## config.mk

```make
export PLATFORM = sky130hd
export DESIGN_NAME = fetch_queue
export DESIGN_NICKNAME = d
export VERILOG_FILES = /design/src/rtl/fetch_pkg.sv /design/src/rtl/fetch_queue_ram.sv /design/src/rtl/fetch_queue.sv
export SDC_FILE = /design/constraint.sdc
export NUM_CORES = 1
export LEC_CHECK = 0
export ABC_CLOCK_PERIOD_IN_PS = 8600
export CAP_MARGIN = 10
export CORE_MARGIN = 2
export CORE_UTILIZATION = 30
export DETAILED_ROUTE_END_ITERATION = 10
export MAX_ROUTING_LAYER = met4
export PLACE_DENSITY = 0.45
export SLEW_MARGIN = 20
export SYNTH_ARGS = -nofsm -noshare
export SYNTH_HDL_FRONTEND = slang
export SYNTH_HIERARCHICAL = 1
export SYNTH_SLANG_ARGS = --single-unit
```

## constraint.sdc

```tcl
create_clock -name clk -period 8.6 [get_ports clk]
set_input_delay 0.86 -clock clk [delete_from_list [all_inputs] [get_ports clk]]
set_output_delay 0.86 -clock clk [all_outputs]
set_load 0.005 [all_outputs]
```

## src/rtl/fetch_pkg.sv

```systemverilog
// Shared fetch-side types: default widths, fetch queue state and the
// {pc, instr} entry that also travels into the decode stage.
package fetch_pkg;

  localparam int FETCH_ADDR_W  = 32;
  localparam int FETCH_INSTR_W = 32;

  typedef enum logic {
    RUN,
    DROP
  } fq_state_t;

  typedef struct packed {
    logic [FETCH_ADDR_W-1:0]  pc;
    logic [FETCH_INSTR_W-1:0] instr;
  } fetch_entry_t;

endpackage

```

## src/rtl/fetch_queue_ram.sv

```systemverilog
// Entry storage for the fetch queue: one synchronous write port and one
// asynchronous read port so the head entry falls straight through to decode.
module fetch_queue_ram #(
  parameter int DEPTH = 4,
  parameter int WIDTH = 64
) (
  input  logic                     clk,
  input  logic                     we,
  input  logic [$clog2(DEPTH)-1:0] waddr,
  input  logic [WIDTH-1:0]         wdata,
  input  logic [$clog2(DEPTH)-1:0] raddr,
  output logic [WIDTH-1:0]         rdata
);

  logic [WIDTH-1:0] mem [DEPTH];

  // Contents are deliberately left unreset; occupancy alone decides validity.
  always_ff @(posedge clk) begin
    if (we) begin
      mem[waddr] <= wdata;
    end
  end

  assign rdata = mem[raddr];

endmodule

```

## src/rtl/fetch_queue.sv

```systemverilog
// Fetch-to-decode decoupling FIFO with branch-redirect flush and discard of
// the stale beats still returning from the synchronous instruction memory.
module fetch_queue
  import fetch_pkg::*;
#(
  parameter int DEPTH      = 4,
  parameter int ADDR_W     = FETCH_ADDR_W,
  parameter int INSTR_W    = FETCH_INSTR_W,
  parameter int FLUSH_DROP = 1
) (
  input  logic                       clk,
  input  logic                       reset,
  input  logic                       in_valid,
  output logic                       in_ready,
  input  logic [ADDR_W-1:0]          in_pc,
  input  logic [INSTR_W-1:0]         in_instr,
  input  logic                       flush,
  output logic                       out_valid,
  input  logic                       out_ready,
  output logic [ADDR_W-1:0]          out_pc,
  output logic [INSTR_W-1:0]         out_instr,
  output logic [$clog2(DEPTH+1)-1:0] count,
  output logic                       dropping
);

  localparam int PTR_W   = $clog2(DEPTH);
  localparam int CNT_W   = $clog2(DEPTH + 1);
  localparam int DROP_W  = (FLUSH_DROP < 1) ? 1 : $clog2(FLUSH_DROP + 1);
  localparam int ENTRY_W = ADDR_W + INSTR_W;

  fq_state_t          state;
  logic [DROP_W-1:0]  drop_cnt;
  logic [PTR_W-1:0]   rd_ptr;
  logic [PTR_W-1:0]   wr_ptr;
  logic [ENTRY_W-1:0] head;
  logic               empty;
  logic               push;
  logic               pop;
  logic               discard;

  // in_ready depends only on registered state, never on out_ready.
  assign empty     = (count == '0);
  assign in_ready  = (state == DROP) || (count != CNT_W'(DEPTH));
  assign out_valid = !empty && !flush;
  assign push      = in_valid && in_ready && (state == RUN) && !flush;
  assign pop       = out_valid && out_ready;
  assign discard   = in_valid && (state == DROP);
  assign dropping  = (state == DROP);
  assign out_pc    = empty ? '0 : head[ENTRY_W-1 -: ADDR_W];
  assign out_instr = empty ? '0 : head[INSTR_W-1:0];

  fetch_queue_ram #(
    .DEPTH(DEPTH),
    .WIDTH(ENTRY_W)
  ) u_ram (
    .clk  (clk),
    .we   (push),
    .waddr(wr_ptr),
    .wdata({in_pc, in_instr}),
    .raddr(rd_ptr),
    .rdata(head)
  );

  // Flush wins over push/pop/discard; a flush in DROP simply reloads the drop budget.
  always_ff @(posedge clk or posedge reset) begin
    if (reset) begin
      state    <= RUN;
      drop_cnt <= '0;
      count    <= '0;
      rd_ptr   <= '0;
      wr_ptr   <= '0;
    end else if (flush) begin
      state    <= (FLUSH_DROP > 0) ? DROP : RUN;
      drop_cnt <= DROP_W'(FLUSH_DROP);
      count    <= '0;
      rd_ptr   <= '0;
      wr_ptr   <= '0;
    end else begin
      if (push) begin
        wr_ptr <= wr_ptr + PTR_W'(1);
      end
      if (pop) begin
        rd_ptr <= rd_ptr + PTR_W'(1);
      end
      if (push && !pop) begin
        count <= count + CNT_W'(1);
      end else if (pop && !push) begin
        count <= count - CNT_W'(1);
      end
      if (discard) begin
        drop_cnt <= drop_cnt - DROP_W'(1);
        if (drop_cnt == DROP_W'(1)) begin
          state <= RUN;
        end
      end
    end
  end

endmodule

```

## Word level (Yosys, flattened, before mapping)

Memory sizes are Yosys's and may differ from the RTL's.
Cells that the tools add are included.

| operators by class | value |
|---|---|
| equality and inequality tests | 1 |
| div/mod/pow operators | 0 |
| magnitude comparators | 0 |
| add/subtract/negate cells | 5 |
| multiplexer cells | 16 |
| shifts and indexed selects | 0 |
| multiply operators | 0 |
| bitwise logic cells | 1 |
| reduce and logical (&&, ||, !) cells | 20 |

Operators by type and width:

| kind | number |
|---|---|
| 2-to-1 mux 32 bit | 2 |
| 2-to-1 mux 3 bit | 3 |
| logical AND 1 bit | 8 |
| 2-to-1 mux 2 bit | 4 |
| nonzero test 2 bit | 4 |
| 2-to-1 mux 1 bit | 7 |
| adder 2 x 1 -> 2 bit (second input constant) | 2 |
| zero test 1 bit | 4 |
| adder 3 x 1 -> 3 bit (second input constant) | 1 |
| zero test 3 bit | 1 |
| != test 3 bit (second input constant) | 1 |
| nonzero test 3 bit | 1 |
| subtractor 3 x 1 -> 3 bit (second input constant) | 1 |
| AND reduction 2 bit | 1 |
| logical OR 1 bit | 1 |
| NOT 1 bit | 1 |
| subtractor 1 bit (second input constant) | 1 |

| word-level totals | value |
|---|---|
| word-level logic and storage cells | 49 |
| input bits | 69 |
| bits in writable memories | 256 |
| bits in latches | 0 |
| bits in read-only memories | 0 |
| memories kept | 1 |
| register bits after elaboration | 9 |

Memory list:

| memory | words | bits a word | rd ports | clocked after memory_dff | write ports | RTL line | RTL |
|---|---|---|---|---|---|---|---|
| u_ram.mem | 4 | 64 | 1 | 0 | 1 | fetch_queue_ram.sv:15 | `logic [WIDTH-1:0] mem [DEPTH];` |

## Longest topological paths before layout

Gate-level depths: netlist (run 1).

| logic depth | value |
|---|---|
| depth after elaboration | 10 |
| mapped depth | 9 |
| mapped depth without buffers | 8 |

## By module

The synthesis (run 1) kept the hierarchy.

By module, submodules not included:

| module | area each (um2) | instances | seq. area each (um2) | cells an instance |
|---|---|---|---|---|
| fetch_queue_ram | 9341.5 | 1 | 7687.4 | 338 |
| fetch_queue | 1002.2 | 1 | 225.2 | 128 |

## Worst setup path after synthesis (run 1)

No wires, ideal clock.

| path | value |
|---|---|
| path kind | input -> register |
| from | in in_valid |
| to | mem u_ram.mem[0][0], enable pin |
| library setup time | 0.578 ns |
| arrival | 6.100 ns |
| slack | 1.922 ns |
| stages | 5 |
| path through | nand2b_1 -> buf_2 -> a21o_1 -> nor2_1 -> nor3b_1 |

| on the way | value |
|---|---|
| longest elaborated chain between the ends | 5 |

Ends and longest elaborated chain:

| element | RTL line | RTL |
|---|---|---|
| start, declared | fetch_queue.sv:13 | `input logic in_valid,` |
| logical AND 1 bit (3 in a row) | fetch_queue.sv:45 | `assign push = in_valid && in_ready && (state == RUN) && !flush;` |
| net push | fetch_queue.sv:37 | `logic push;` |
| 2-to-1 mux 1 bit | fetch_queue_ram.sv:19 | `if (we) begin` |
| 2-to-1 mux 1 bit (implied by the code) | fetch_queue_ram.sv:20 | `mem[waddr] <= wdata;` |
| end, declared | fetch_queue_ram.sv:15 |  |

The timed path passes the listed nets, and every way through them passes these cells.

## Worst setup path in the final report (run 1)

| path | value |
|---|---|
| from | reg rd_ptr[0] |
| to | out out_instr[7] |

| on the way | value |
|---|---|
| longest elaborated chain between the ends | 2 |

Ends and longest elaborated chain:

| element | RTL line | RTL |
|---|---|---|
| start, declared | fetch_queue.sv:33 | `logic [PTR_W-1:0] rd_ptr;` |
| start signal, assigned | fetch_queue.sv:83 | `rd_ptr <= rd_ptr + PTR_W'(1);` |
| memory read (4 x 64 bit) | -- |  |
| net head[7] | fetch_queue.sv:35 | `logic [ENTRY_W-1:0] head;` |
| 2-to-1 mux 32 bit | fetch_queue.sv:50 | `assign out_instr = empty ? '0 : head[INSTR_W-1:0];` |
| end, declared | fetch_queue.sv:21 | `output logic [INSTR_W-1:0] out_instr,` |

The timed path passes the listed nets, and every way through them passes these cells.

==> results.md, run 1 <==
* Starting density of the core at 30.2%
* Count of cell types in the netlist at 38
* Count of flip-flops with a built-in enable after synthesis at 256
* Overflow after GRT at 0
* Depth of the worst hold-timing path at 1
* Number of cells traversed by the worst register-to-register path at 5
* DP HPWL at 12200 um
* Flip-flop and latch count after synthesis at 265
* Most instantiated flip-flop cell in the synthesis netlist: sky130_fd_sc_hd__edfxtp_1
* Maximum clock insertion buffer count at 3
* Footprint of the multi-input gates at 2190 sq um
* Vert. Die Dim at 190 um
* Worst endpoint data arrival time at 3.39 ns
* Type of destination of the critical path: output pin
* Fraction of registers with async set or reset after synthesis at 3.40%
* Min-delay src: dropping$_DFFE_PP0P_
* Area share of the largest cell type after synthesis at 74.3%
* Proportion of power drawn by combinational gates at 18.0%
* Count of yosys warnings during synthesis at 6
* Fraction of the mapped netlist area in compound gates at 0.944%
* Wire length of the first global-routing pass at 32900 um
* Leakage power total at 4.07 nW
* Number of filler cells placed in the layout at 3129
* Setup CP Type: reg -> out
* CTS tree: yes
* Final hold violations at 0
* Die Outline Area at 36000 sq um
* Mean instance size in the synthesized netlist at 22.2 sq um
* Share of cell area taken by muxes after synthesis at 14.2%
* Number of I/O pins at 139
* Buffer count from post-CTS setup fixing at 0
* Peak supply drop at 130 uV
* Synth area leaders: sky130_fd_sc_hd__edfxtp_1 74%, sky130_fd_sc_hd__mux4_2 13%, sky130_fd_sc_hd__and2_1 3.9%
* Nets at 686
* Worst setup slack after layout at 4.35 ns
* Post-detailed-routing wire length at 21600 um
* Synth Net Count at 536
* Source-to-sink clock delay at the later pin of the worst-skew pair at 0.54 ns
* Main combinational cell family by area after synthesis: multiplexers
* Port Buffer Count at 138
* Root Buffer Master: sky130_fd_sc_hd__clkbuf_16
* H-tree level count at 1
* Actual transition at the worst max-transition pin at 1.07 ns
* Sequential cell fraction of total power at 45.6%
* Cts bufs inserted at 29
* Resized cells post-CTS at 0
* Max frequency at 235 MHz
* Overall power consumption at 3.26 mW
* Final number of max-transition violations at 0
* Sw Ratio at 23.1%
* Routability congestion estimate from global placement at 0.658
* Reg2reg setup slack at 5.68 ns
* Cell with the most instances after synthesis: sky130_fd_sc_hd__edfxtp_1
* Final setup vio count at 0
* Hold buffer count at cts at 0
* Post-Synth Adder-Cell Area at 0.194%
* Power spent charging and discharging nets at 0.754 mW
* Pin count of the biggest net entering global routing at 68
* Fraction of final layout cells sized beyond drive strength 1 at 18.8%
* Starting DRT DRC Count at 200
* Top cell type by total area after synthesis: sky130_fd_sc_hd__edfxtp_1
* CP Data Required Time at 7.74 ns
* Post-route setup TNS at 0 ns
* Post-Synth XOR/XNOR Area at 0.339%
* Synthesized netlist cell count at 466
* Remaining antenna violation count at 0
* Sequential cell area at 7920 sq um
* Clock transition at the registers of the reported paths at 0.06 ns
* Hold crit path type: reg -> reg
* Share of synthesized area occupied by flip-flops and latches at 76.5%
* Highest net fanout along the worst path at 36
* Result of the run: complete, no violations
* Total power per unit cell area at 250 nW/um^2
* Power share of the clock group at 36.4%
* Worst slew margin at 28.7%
* Unrepaired setup endpoints after global routing: false
* Pint at 2.51 mW
* First drt pass iteration count at 6
* Number of global-route vias before repair at 5471
* Min Clock Period, post-route at 4.25 ns
* Count of vias placed by the detailed router at 4958
* Placement row count at 68
* Category of the worst setup path launch point: register
* Overall global routing resource usage at 12.5%
* Drc violations at 0
* Post-DR wirelength/cell at 19.7 um
* Post-synthesis to final-layout area growth at 26.2%
* Initial antenna violation count at 1
* Routed vias/inst at 4.53
* Clock Sink Count at 265
* Max_cap viols at 0
* Width of the die at 190 um
* Core outline area at 34300 sq um
* Hold endpoint: dropping$_DFFE_PP0P_
* Most instantiated cells after synthesis: 256 x sky130_fd_sc_hd__edfxtp_1, 65 x sky130_fd_sc_hd__and2_1, 60 x sky130_fd_sc_hd__mux4_2
* Area share of and/or/nand/nor cells after synthesis at 5.31%
* Clock Skews at 0.0146 ns
* Cell area after synthesis at 10300 sq um
* Worst R2R End: u_ram/mem[2][44]$_DFFE_PP_
* Launching point of the worst reg2reg path: dropping$_DFFE_PP0P_
* Portion of the clock cycle consumed by the worst path in the final layout at 49.4%
* Placement Setup Slack at 4.75 ns
==> registers in the layout (all words and copies together), names as in the netlist <==
register   cells
count          3
drop_cnt       1
u_ram/mem    256
rd_ptr         2
dropping       1
wr_ptr         2
==> cells by family after synthesis <==
| kind of cell | count (synthesis) |
|---|---|
| AOI/OAI and AO/OA | 14 |
| muxes | 65 |
| and+or+nand+nor | 89 |
| buffers and inverters | 28 |
| DFF | 265 |
| adders and majority gates | 1 |
| xor gates and xnor gates | 4 |
==> power by group through the flow <==
stage,Combinational (mW),Sequential (mW),Clock [mW]
CTS,0.611,1.49,1.23
global route,0.644,1.50,1.28
finish,0.588,1.49,1.19
floorplan,0.373,1.47,0
detailed placement,0.608,1.52,0
global placement,0.606,1.52,0
==> through the flow <==
step | std cells | hold slack, ns | instance area (sq um) | utilization, %
after floorplan | 466 | 0.504 | 10300 | -
after global placement | 1039 | 0.535 | 12100 | 35.3
after detailed placement | 1040 | 0.561 | 12100 | 35.4
after CTS | 1094 | 0.577 | 13100 | 38.1
after global routing | 1095 | 0.620 | 13100 | 38.1
final | 1095 | 0.568 | 13100 | 38.1
==> area by class of cell <==
type                       count  area share [%]
antenna                        1          0.0192
clock buffer                  31            5.61
clock inverter                23            1.50
inverter                       4           0.115
multi-input combinational    173            16.8
sequential                   265            60.6
tap                          455            4.36
timing repair buffer         143            11.0
==> worst max-delay path: stages (launching register included) <==
cell and delay, ns:
sky130_fd_sc_hd__dfrtp_4 0.93, sky130_fd_sc_hd__buf_4 0.66, sky130_fd_sc_hd__mux4_2 0.61, sky130_fd_sc_hd__and2_1 0.16, sky130_fd_sc_hd__clkdlybuf4s50_1 0.44
==> cell usage in the layout (no fill, tap or decap), types with 2 or more instances in the layout <==
master	n
sky130_fd_sc_hd__edfxtp_1	256
sky130_fd_sc_hd__clkdlybuf4s50_1	138
sky130_fd_sc_hd__and2_1	65
sky130_fd_sc_hd__mux4_2	60
sky130_fd_sc_hd__clkbuf_16	29
sky130_fd_sc_hd__nor2_1	8
sky130_fd_sc_hd__clkinv_2	8
sky130_fd_sc_hd__clkinv_1	7
sky130_fd_sc_hd__dfrtp_1	7
sky130_fd_sc_hd__inv_1	4
sky130_fd_sc_hd__buf_4	4
sky130_fd_sc_hd__mux4_1	4
sky130_fd_sc_hd__a21o_1	3
sky130_fd_sc_hd__a21oi_1	3
sky130_fd_sc_hd__clkinvlp_4	3
sky130_fd_sc_hd__bufinv_16	3
sky130_fd_sc_hd__o211ai_1	2
sky130_fd_sc_hd__xor2_1	2
sky130_fd_sc_hd__nand2_1	2
sky130_fd_sc_hd__xnor2_1	2
sky130_fd_sc_hd__clkbuf_1	2
sky130_fd_sc_hd__dfrtp_4	2
sky130_fd_sc_hd__and3b_4	2
==> per-layer routing <==
layer / up-vias / wire, um / track usage (%) / part of all wire (%)
met5: - / 0 / - / 0
met4: 0 / 384 / 3.13 / 1.8
met3: 41 / 1170 / 2.45 / 5.4
met2: 117 / 10700 / 20.7 / 49
met1: 2602 / 9380 / 15.7 / 43
li1: 2198 / - / - / -
==> worst max path at each step <==
stage,depth (start not counted),slack [ns],start,end
CTS,4,4.19,rd_ptr[0]$_DFFE_PP0P_,out_instr[7]
global placement,4,4.77,rd_ptr[0]$_DFFE_PP0P_,out_instr[7]
finish,4,4.35,rd_ptr[0]$_DFFE_PP0P_,out_instr[7]
floorplan,5,1.92,in_valid,u_ram/mem[0][0]$_DFFE_PP_
detailed placement,6,4.75,in_valid,u_ram/mem[2][5]$_DFFE_PP_
global route,4,4.07,rd_ptr[0]$_DFFE_PP0P_,out_instr[7]
Note: power is estimated with default switching activity, not from simulation.
==> run 2, diff against run 1 <==
--- a/config.mk
+++ b/config.mk
@@ -5,13 +5,13 @@
 export SDC_FILE = /design/constraint.sdc
 export NUM_CORES = 1
 export LEC_CHECK = 0
-export ABC_CLOCK_PERIOD_IN_PS = 8600
+export ABC_CLOCK_PERIOD_IN_PS = 3800
 export CAP_MARGIN = 10
 export CORE_MARGIN = 2
 export CORE_UTILIZATION = 30
 export DETAILED_ROUTE_END_ITERATION = 10
 export MAX_ROUTING_LAYER = met4
-export PLACE_DENSITY = 0.45
+export PLACE_DENSITY = 0.47
 export SLEW_MARGIN = 20
 export SYNTH_ARGS = -nofsm -noshare
 export SYNTH_HDL_FRONTEND = slang
==> constraint.sdc (replaced) <==
create_clock -name clk -period 3.8 [get_ports clk]
set_input_delay 0.38 -clock clk [delete_from_list [all_inputs] [get_ports clk]]
set_output_delay 0.38 -clock clk [all_outputs]
set_load 0.005 [all_outputs]
==> results.md, run 2 (synthesized netlist as in run 1, its figures left out) <==
* Peak supply drop at 298 uV
* Buffer count from post-CTS setup fixing at 0
* Setup CP Type: reg -> out
* Core outline area at 34300 sq um
* First drt pass iteration count at 6
* Worst endpoint data arrival time at 2.85 ns
* Remaining antenna violation count at 0
* Maximum clock insertion buffer count at 3
* Overflow after GRT at 0
* Initial antenna violation count at 1
* Count of vias placed by the detailed router at 4953
* Max_cap viols at 0
* Starting density of the core at 30.2%
* Number of I/O pins at 139
* Post-DR wirelength/cell at 20.1 um
* Flip-flop count of the largest register, all copies and words added at 256
* Source-to-sink clock delay at the later pin of the worst-skew pair at 0.53 ns
* Unrepaired setup endpoints after global routing: false
* DP Area at 12300 sq um
* Post-synthesis to final-layout area growth at 27.3%
* Clock Sink Count at 265
* Resized cells post-CTS at 0
* Port Buffer Count at 138
* Delay of the slowest cell on the worst path at 0.83 ns
* Clock Skews at 0.0112 ns
* Highest net fanout along the worst path at 29
* Ordered list of cells on the worst path: buf_12 > mux4_2 > and2_1 > clkdlybuf4s50_1
* Post-detailed-routing wire length at 22100 um
* Final setup vio count at 0
* DP HPWL at 13200 um
* Overall power consumption at 7.42 mW
* Width of the die at 190 um
* Final cell area excluding filler cells at 13200 sq um
* Category of the worst setup path launch point: register
* Fraction of final layout cells sized beyond drive strength 1 at 19.1%
* Starting DRT DRC Count at 184
* Most frequent cells in the layout: 256 x sky130_fd_sc_hd__edfxtp_1, 138 x sky130_fd_sc_hd__clkdlybuf4s50_1, 65 x sky130_fd_sc_hd__and2_1
* Final number of max-transition violations at 0
* Overall global routing resource usage at 12.6%
* Post-route setup TNS at 0 ns
* H-tree level count at 1
* Nets at 694
* Drc violations at 0
* Cts bufs inserted at 29
* Wire length of the first global-routing pass at 33100 um
* Max frequency at 310 MHz
* Vert. Die Dim at 190 um
* Slowest stage cell, crit path: sky130_fd_sc_hd__dfrtp_4
* Type of destination of the critical path: output pin
* Leading cell type in the layout, fill and taps excluded: sky130_fd_sc_hd__edfxtp_1
* Min Clock Period, post-route at 3.23 ns
* Routed vias/inst at 4.50
* Result of the run: complete, no violations
* Placement row count at 68
* Largest regs: u_ram/mem (256), count (3)
* Number of buffer and inverter instances along the worst setup path at 2
* Worst slew margin at 50.5%
* CTS tree: yes
* Portion of the clock cycle consumed by the worst path in the final layout at 85.0%
* Root Buffer Master: sky130_fd_sc_hd__clkbuf_16
* Hold crit path type: in -> async
* Leakage power total at 4.12 nW
* Clock transition at the registers of the reported paths at 0.06 ns
* Routability congestion estimate from global placement at 0.730
* Largest register by flop count: u_ram/mem
* CP Data Required Time at 3.42 ns
* Die Outline Area at 36000 sq um
* Core Util, Final at 38.4%
* Total power per unit cell area at 563 nW/um^2
* Final hold violations at 0
* Pin count of the biggest net entering global routing at 68
* Actual transition at the worst max-transition pin at 0.742 ns
* Crit-path leading delay family: flip-flops
* Hold buffer count at cts at 0
* Number of global-route vias before repair at 5407
## run 2: layout make-up
| cell class | instances | area, sq um |
|---|---|---|
| Clock inverter | 16 | 156 |
| Tap cell | 455 | 569 |
| Clock buffer | 36 | 752 |
| Timing Repair Buffer | 151 | 1550 |
| Antenna cell | 1 | 2.50 |
| Multi-Input combinational cell | 173 | 2200 |
| Sequential cell | 265 | 7920 |
| Inverter | 4 | 15.0 |
| Fill cell | 3113 | 21100 |
## run 2: final timing paths
path                                       start                         to  slack [ns]  depth (start not counted)
setup reg to reg            count[2]$_DFFE_PP0P_       count[2]$_DFFE_PP0P_        1.05                          7
hold reg to reg             drop_cnt$_DFFE_PP0P_       drop_cnt$_DFFE_PP0P_        0.56                          2
max in group asynchronous                  reset      rd_ptr[0]$_DFFE_PP0P_        3.35                          2
setup / recovery           rd_ptr[0]$_DFFE_PP0P_                 out_pc[13]        0.57                          4
min in group clk                     in_instr[2]  u_ram/mem[2][2]$_DFFE_PP_        0.48                          1
hold / removal                             reset       dropping$_DFFE_PP0P_        0.14                          2
## run 2: power breakdown
| part | switching, mW | leakage (nW) | internal [mW] |
|---|---|---|---|
| combinational | 0.558 | 1.25 | 0.856 |
| clock | 1.07 | 0.448 | 1.60 |
| sequential | 0.0879 | 2.42 | 3.25 |
| total | 1.71 | 4.12 | 5.71 |
## run 2: per-stage QoR
step           hold WS (ns)  instances  setup WS, ns
2_1_floorplan         0.208        466         0.643
3_3_place_gp          0.540       1048         0.958
3_5_place_dp          0.549       1048         0.949
4_1_cts               0.143       1100         0.432
5_1_grt               0.170       1101         0.353
6_report              0.144       1101         0.571
## run 2: worst reg2reg max path: cells and delay by family (launching register included)
family	cells	cell delay, ns
DFF	1	0.51
AOI/OAI and AO/OA	2	0.31
adders and majority gates	1	0.42
and+or+nand+nor	4	1.39
## run 2: per-layer routing
layer  vias up  share of wire [%]  GRT usage, %
met5         -                  0             -
met2       114                 49          20.5
met1      2596                 45          16.4
met4         0                1.5          2.74
met3        30                4.5          2.53
li1       2213                  -             -
==> RTL change 1: new RTL, config.mk and constraints of run 1 <==
Put one more register stage on the output `count`, cleared by the reset. The value now appears one clock later. The other outputs are not delayed to match.
--- a/src/rtl/fetch_queue.sv
+++ b/src/rtl/fetch_queue.sv
@@ -28,6 +28,8 @@
   localparam int DROP_W  = (FLUSH_DROP < 1) ? 1 : $clog2(FLUSH_DROP + 1);
   localparam int ENTRY_W = ADDR_W + INSTR_W;
 
+  logic [$clog2(DEPTH+1)-1:0] count_s0;
+
   fq_state_t          state;
   logic [DROP_W-1:0]  drop_cnt;
   logic [PTR_W-1:0]   rd_ptr;
@@ -39,8 +41,8 @@
   logic               discard;
 
   // in_ready depends only on registered state, never on out_ready.
-  assign empty     = (count == '0);
-  assign in_ready  = (state == DROP) || (count != CNT_W'(DEPTH));
+  assign empty     = (count_s0 == '0);
+  assign in_ready  = (state == DROP) || (count_s0 != CNT_W'(DEPTH));
   assign out_valid = !empty && !flush;
   assign push      = in_valid && in_ready && (state == RUN) && !flush;
   assign pop       = out_valid && out_ready;
@@ -66,13 +68,13 @@
     if (reset) begin
       state    <= RUN;
       drop_cnt <= '0;
-      count    <= '0;
+      count_s0 <= '0;
       rd_ptr   <= '0;
       wr_ptr   <= '0;
     end else if (flush) begin
       state    <= (FLUSH_DROP > 0) ? DROP : RUN;
       drop_cnt <= DROP_W'(FLUSH_DROP);
-      count    <= '0;
+      count_s0 <= '0;
       rd_ptr   <= '0;
       wr_ptr   <= '0;
     end else begin
@@ -83,9 +85,9 @@
         rd_ptr <= rd_ptr + PTR_W'(1);
       end
       if (push && !pop) begin
-        count <= count + CNT_W'(1);
+        count_s0 <= count_s0 + CNT_W'(1);
       end else if (pop && !push) begin
-        count <= count - CNT_W'(1);
+        count_s0 <= count_s0 - CNT_W'(1);
       end
       if (discard) begin
         drop_cnt <= drop_cnt - DROP_W'(1);
@@ -96,5 +98,13 @@
     end
   end
 
+  always_ff @(posedge clk or posedge reset) begin
+    if (reset) begin
+      count <= '0;
+    end else begin
+      count <= count_s0;
+    end
+  end
+
 endmodule
 
Function: changed (Yosys sat finds a counterexample within 4 cycles, from zero or initial values and one cycle with reset high).
==> RTL change 1 against run 1 <==
Area after synthesis up 0.36%. Routed wire length up 3.5%. Synthesized cell count up 1.1%. Register-to-register slack better by 0.09 ns. Critical path depth unchanged. Die area up 0.35%. Clock skew down 0.0067 ns. Total power up 8.2%. Global-route usage up 0.45 points. Cell area up 0.79%. Setup slack worse by 0.049 ns. Sequential cell count up 3. Critical path type unchanged.
==> RTL change 1: results (changes against run 1) <==
run status finished, final reports clean (unchanged); multi-input gate share of total cell area 16.69% (was 16.78%); Final Core Density 38.39% (was 38.09%); GR Util met3 2.527% (was 2.453%); initial antenna violation count 0 (was 1); clock sinks 268 (was 265); Critical R2R Capture count_s0[2] (was u_ram/mem[2][44]); Regs by FF count u_ram/mem: 256 flops, count: 3 flops, count_s0: 3 flops (was u_ram/mem: 256 flops, count: 3 flops); fill cell count 3116 (was 3129); post-synthesis async set-or-reset flop share 4.478% (was 3.396%); Num CTS Buffers 30 (was 29); share of cells above drive strength 1 18.55% (was 18.78%); Setup crit end out_pc[31] (was out_instr[7]); diode count 0 (was 1); nets 697 (was 686); Clock-cell share 6.844% (was 7.119%); Tot GR Track Use 12.90% (was 12.46%); hold worst-path end count[1] (was dropping); Syn Nets 541 (was 536); setup slack, reg-to-reg 5.77 ns (was 5.68 ns); P_int 2.655 mW (was 2.508 mW); VDD IR max 166.8 uV (was 129.8 uV); Avg Vias per Cell 4.515 (was 4.528); CP max stage delay 0.85 ns (was 0.93 ns); number of clock buffers in the layout 35 (was 31); WL/cell 20.31 um (was 19.75 um); hold_sp count_s0[1] (was dropping); Clock Skew 0.007884 ns (was 0.01457 ns); Routed met1 length 9.543 mm (was 9.383 mm); Non-clk bufs 146 (was 143); met1 Use GR 15.56% (was 15.74%); dpl hpwl 12.19 mm (was 12.22 mm); Post-Syn Instances 471 (was 466); sequential cell area share 60.74% (was 60.65%); drt initial violations 264 (was 200); synth unique cells 33 (was 38); worst r2r src count_s0[2] (was dropping); Leakage 4.149 nW (was 4.066 nW); First-pass DRT Iterations 4 (was 6); CP Max Fanout 37 (was 36); Worst EP arrival 3.44 ns (was 3.39 ns); Fin Hold WS 0.4782 ns (was 0.5676 ns); sequential element share of the synthesized area 76.94% (was 76.50%); DR WL met3 1.044 mm (was 1.174 mm); Tcrit/Tclk final 49.97% (was 49.40%); GP Congestion 0.6471 (was 0.6583); Inverters 5 (was 4); Hold Path Depth 0 (was 1); vias post-DR 4975 (was 4958); FF-to-FF path depth 9 (was 5); Non-clock buffering overhead 11.25% (was 10.96%); vias in the first global route 5551 (was 5471); Slew HR 25.55% (was 28.75%); Placement Cell Area 12230 sq um (was 12130 sq um)
RTL change 1: power by group through the flow:
| stage | clock, mW | sequential, mW | combinational (mW) |
|---|---|---|---|
| 2_1_floorplan | 0 | 1.50 | 0.490 |
| 3_3_place_gp | 0 | 1.56 | 0.856 |
| 3_5_place_dp | 0 | 1.56 | 0.854 |
| 4_1_cts | 1.21 | 1.53 | 0.861 |
| 5_1_grt | 1.27 | 1.53 | 0.920 |
| 6_report | 1.17 | 1.52 | 0.842 |
RTL change 1: cell families (layout without fill, tap and decap cells):
| group | after synthesis | after routing | share of synthesized area (%) |
|---|---|---|---|
| buffers and inverters | 27 | 203 | 2.073 |
| and+or+nand+nor | 94 | 94 | 5.388 |
| muxes | 66 | 66 | 14.25 |
| AOI/OAI and AO/OA | 10 | 10 | 0.7352 |
| adders and majority gates | 1 | 1 | 0.1928 |
| xor gates and xnor gates | 5 | 5 | 0.4218 |
| DFF | 268 | 268 | 76.94 |
==> RTL change 2: new RTL, flow settings as in run 1 <==
Made on the original files. `FETCH_INSTR_W`: 32 -> 24.
--- a/src/rtl/fetch_pkg.sv
+++ b/src/rtl/fetch_pkg.sv
@@ -3,7 +3,7 @@
 package fetch_pkg;
 
   localparam int FETCH_ADDR_W  = 32;
-  localparam int FETCH_INSTR_W = 32;
+  localparam int FETCH_INSTR_W = 24;
 
   typedef enum logic {
     RUN,
Ports: changed (resized in_instr and out_instr); port bits go from 139 to 123. No check against the original RTL was run, so the function may have changed too.
==> RTL change 2 against run 1 <==
Setup slack improved by 0.15 ns. Register-to-register slack improved by 0.17 ns. Area after synthesis decreased by 12%. Fmax increased by 3.6%. Total power decreased by 10%. Sequential cell count decreased by 32. Routed wire length decreased by 13%. Cell area decreased by 11%. Utilization increased by 0.73 points. Largest cell class unchanged. Largest power group unchanged.
==> RTL change 2: results (changes against run 1) <==
Routed met1 length 8.014 mm (was 9.383 mm); Syn Area/Cell 21.98 sq um (was 22.20 sq um); Placement Cell Area 10720 sq um (was 12130 sq um); met2 wire length 9.382 mm (was 10.68 mm); Clock Skew 0.02432 ns (was 0.01457 ns); dpl hpwl 10.48 mm (was 12.22 mm); first-pass GRT wire length 28.92 mm (was 32.93 mm); Slew HR 36.45% (was 28.75%); hold_sp drop_cnt (was dropping); synth unique cells 39 (was 38); clk_lat worst skew 0.53 ns; Port Buf Inserts 122 (was 138); Syn Nets 477 (was 536); Fin Hold WS 0.5658 ns (was 0.5676 ns); clock-pin slew on the worst setup and hold paths 0.06 ns (about the same); Final Critical Period 4.103 ns (was 4.249 ns); Leakage 3.631 nW (was 4.066 nW); fill cell count 2748 (was 3129); EDFF count, synth 224 (was 256); Worst Setup SP rd_ptr[0] (unchanged); top cells by count, synth 224 x edfxtp_1, 56 x mux4_2, 47 x and2_1, 10 x and2_4, 9 x dfrtp_1 (was 256 x edfxtp_1, 65 x and2_1, 60 x mux4_2, 9 x dfrtp_1, 8 x nor2_1); Setup crit end out_pc[30] (was out_instr[7]); Critical R2R Capture count[2] (was u_ram/mem[2][44]); Routed WL 18.91 mm (was 21.62 mm); First-pass DRT Iterations 4 (was 6); Worst EP arrival 3.24 ns (was 3.39 ns); CP Max Fanout 30 (was 36); worst r2r src count[2] (was dropping); CP max stage delay 0.85 ns (was 0.93 ns); Sw Pwr 0.6726 mW (was 0.7538 mW); drt initial violations 243 (was 200); sequential element share of the synthesized area 76.20% (was 76.50%); post-synthesis async set-or-reset flop share 3.863% (was 3.396%); largest net degree at the start of global routing 60 (was 68); GP Congestion 0.7094 (was 0.6583); nets 611 (was 686); Place WS 4.920 ns (was 4.746 ns); share of cells above drive strength 1 21.02% (was 18.78%); Finished Layout Cells 957 (was 1095); Avg Vias per Cell 4.537 (was 4.528); Area contributors post-synth edfxtp_1 74%, mux4_2 14%, and2_1 3.2% (was edfxtp_1 74%, mux4_2 13%, and2_1 3.9%); Hold Path Depth 2 (was 1); run status finished, final reports clean (unchanged); vias in the first global route 4874 (was 5471); flip-flop count of the largest register after layout 224 (was 256); seq pwr 1.31 mW (was 1.49 mW)
==> RTL change 2: layout make-up <==
cell class                 count  area (sq um)  share of cell area [%]
sequential                   233          6959                   60.17
multi-input combinational    157          1978                   17.10
timing repair buffer         126          1284                   11.10
clock buffer                  32         694.4                   6.004
tap                          390         488.0                   4.219
clock inverter                14         145.1                   1.255
inverter                       4         15.01                  0.1298
antenna                        1         2.502                 0.02164
==> RTL change 2: layer usage <==
layer	track usage, %	up-vias
li1	-	1956
met1	15.37	2245
met2	20.67	110
met3	3.069	31
met4	3.455	0
met5	-	-
==> RTL change 2: logic make-up after synthesis <==
family | count (synthesis) | share of synthesized area (%)
buffers and inverters | 25 | 2.304
xor gates and xnor gates | 4 | 0.3841
DFF | 233 | 76.20
adders and majority gates | 1 | 0.2195
and+or+nand+nor | 81 | 5.829
muxes | 57 | 13.99
AOI/OAI and AO/OA | 14 | 1.070
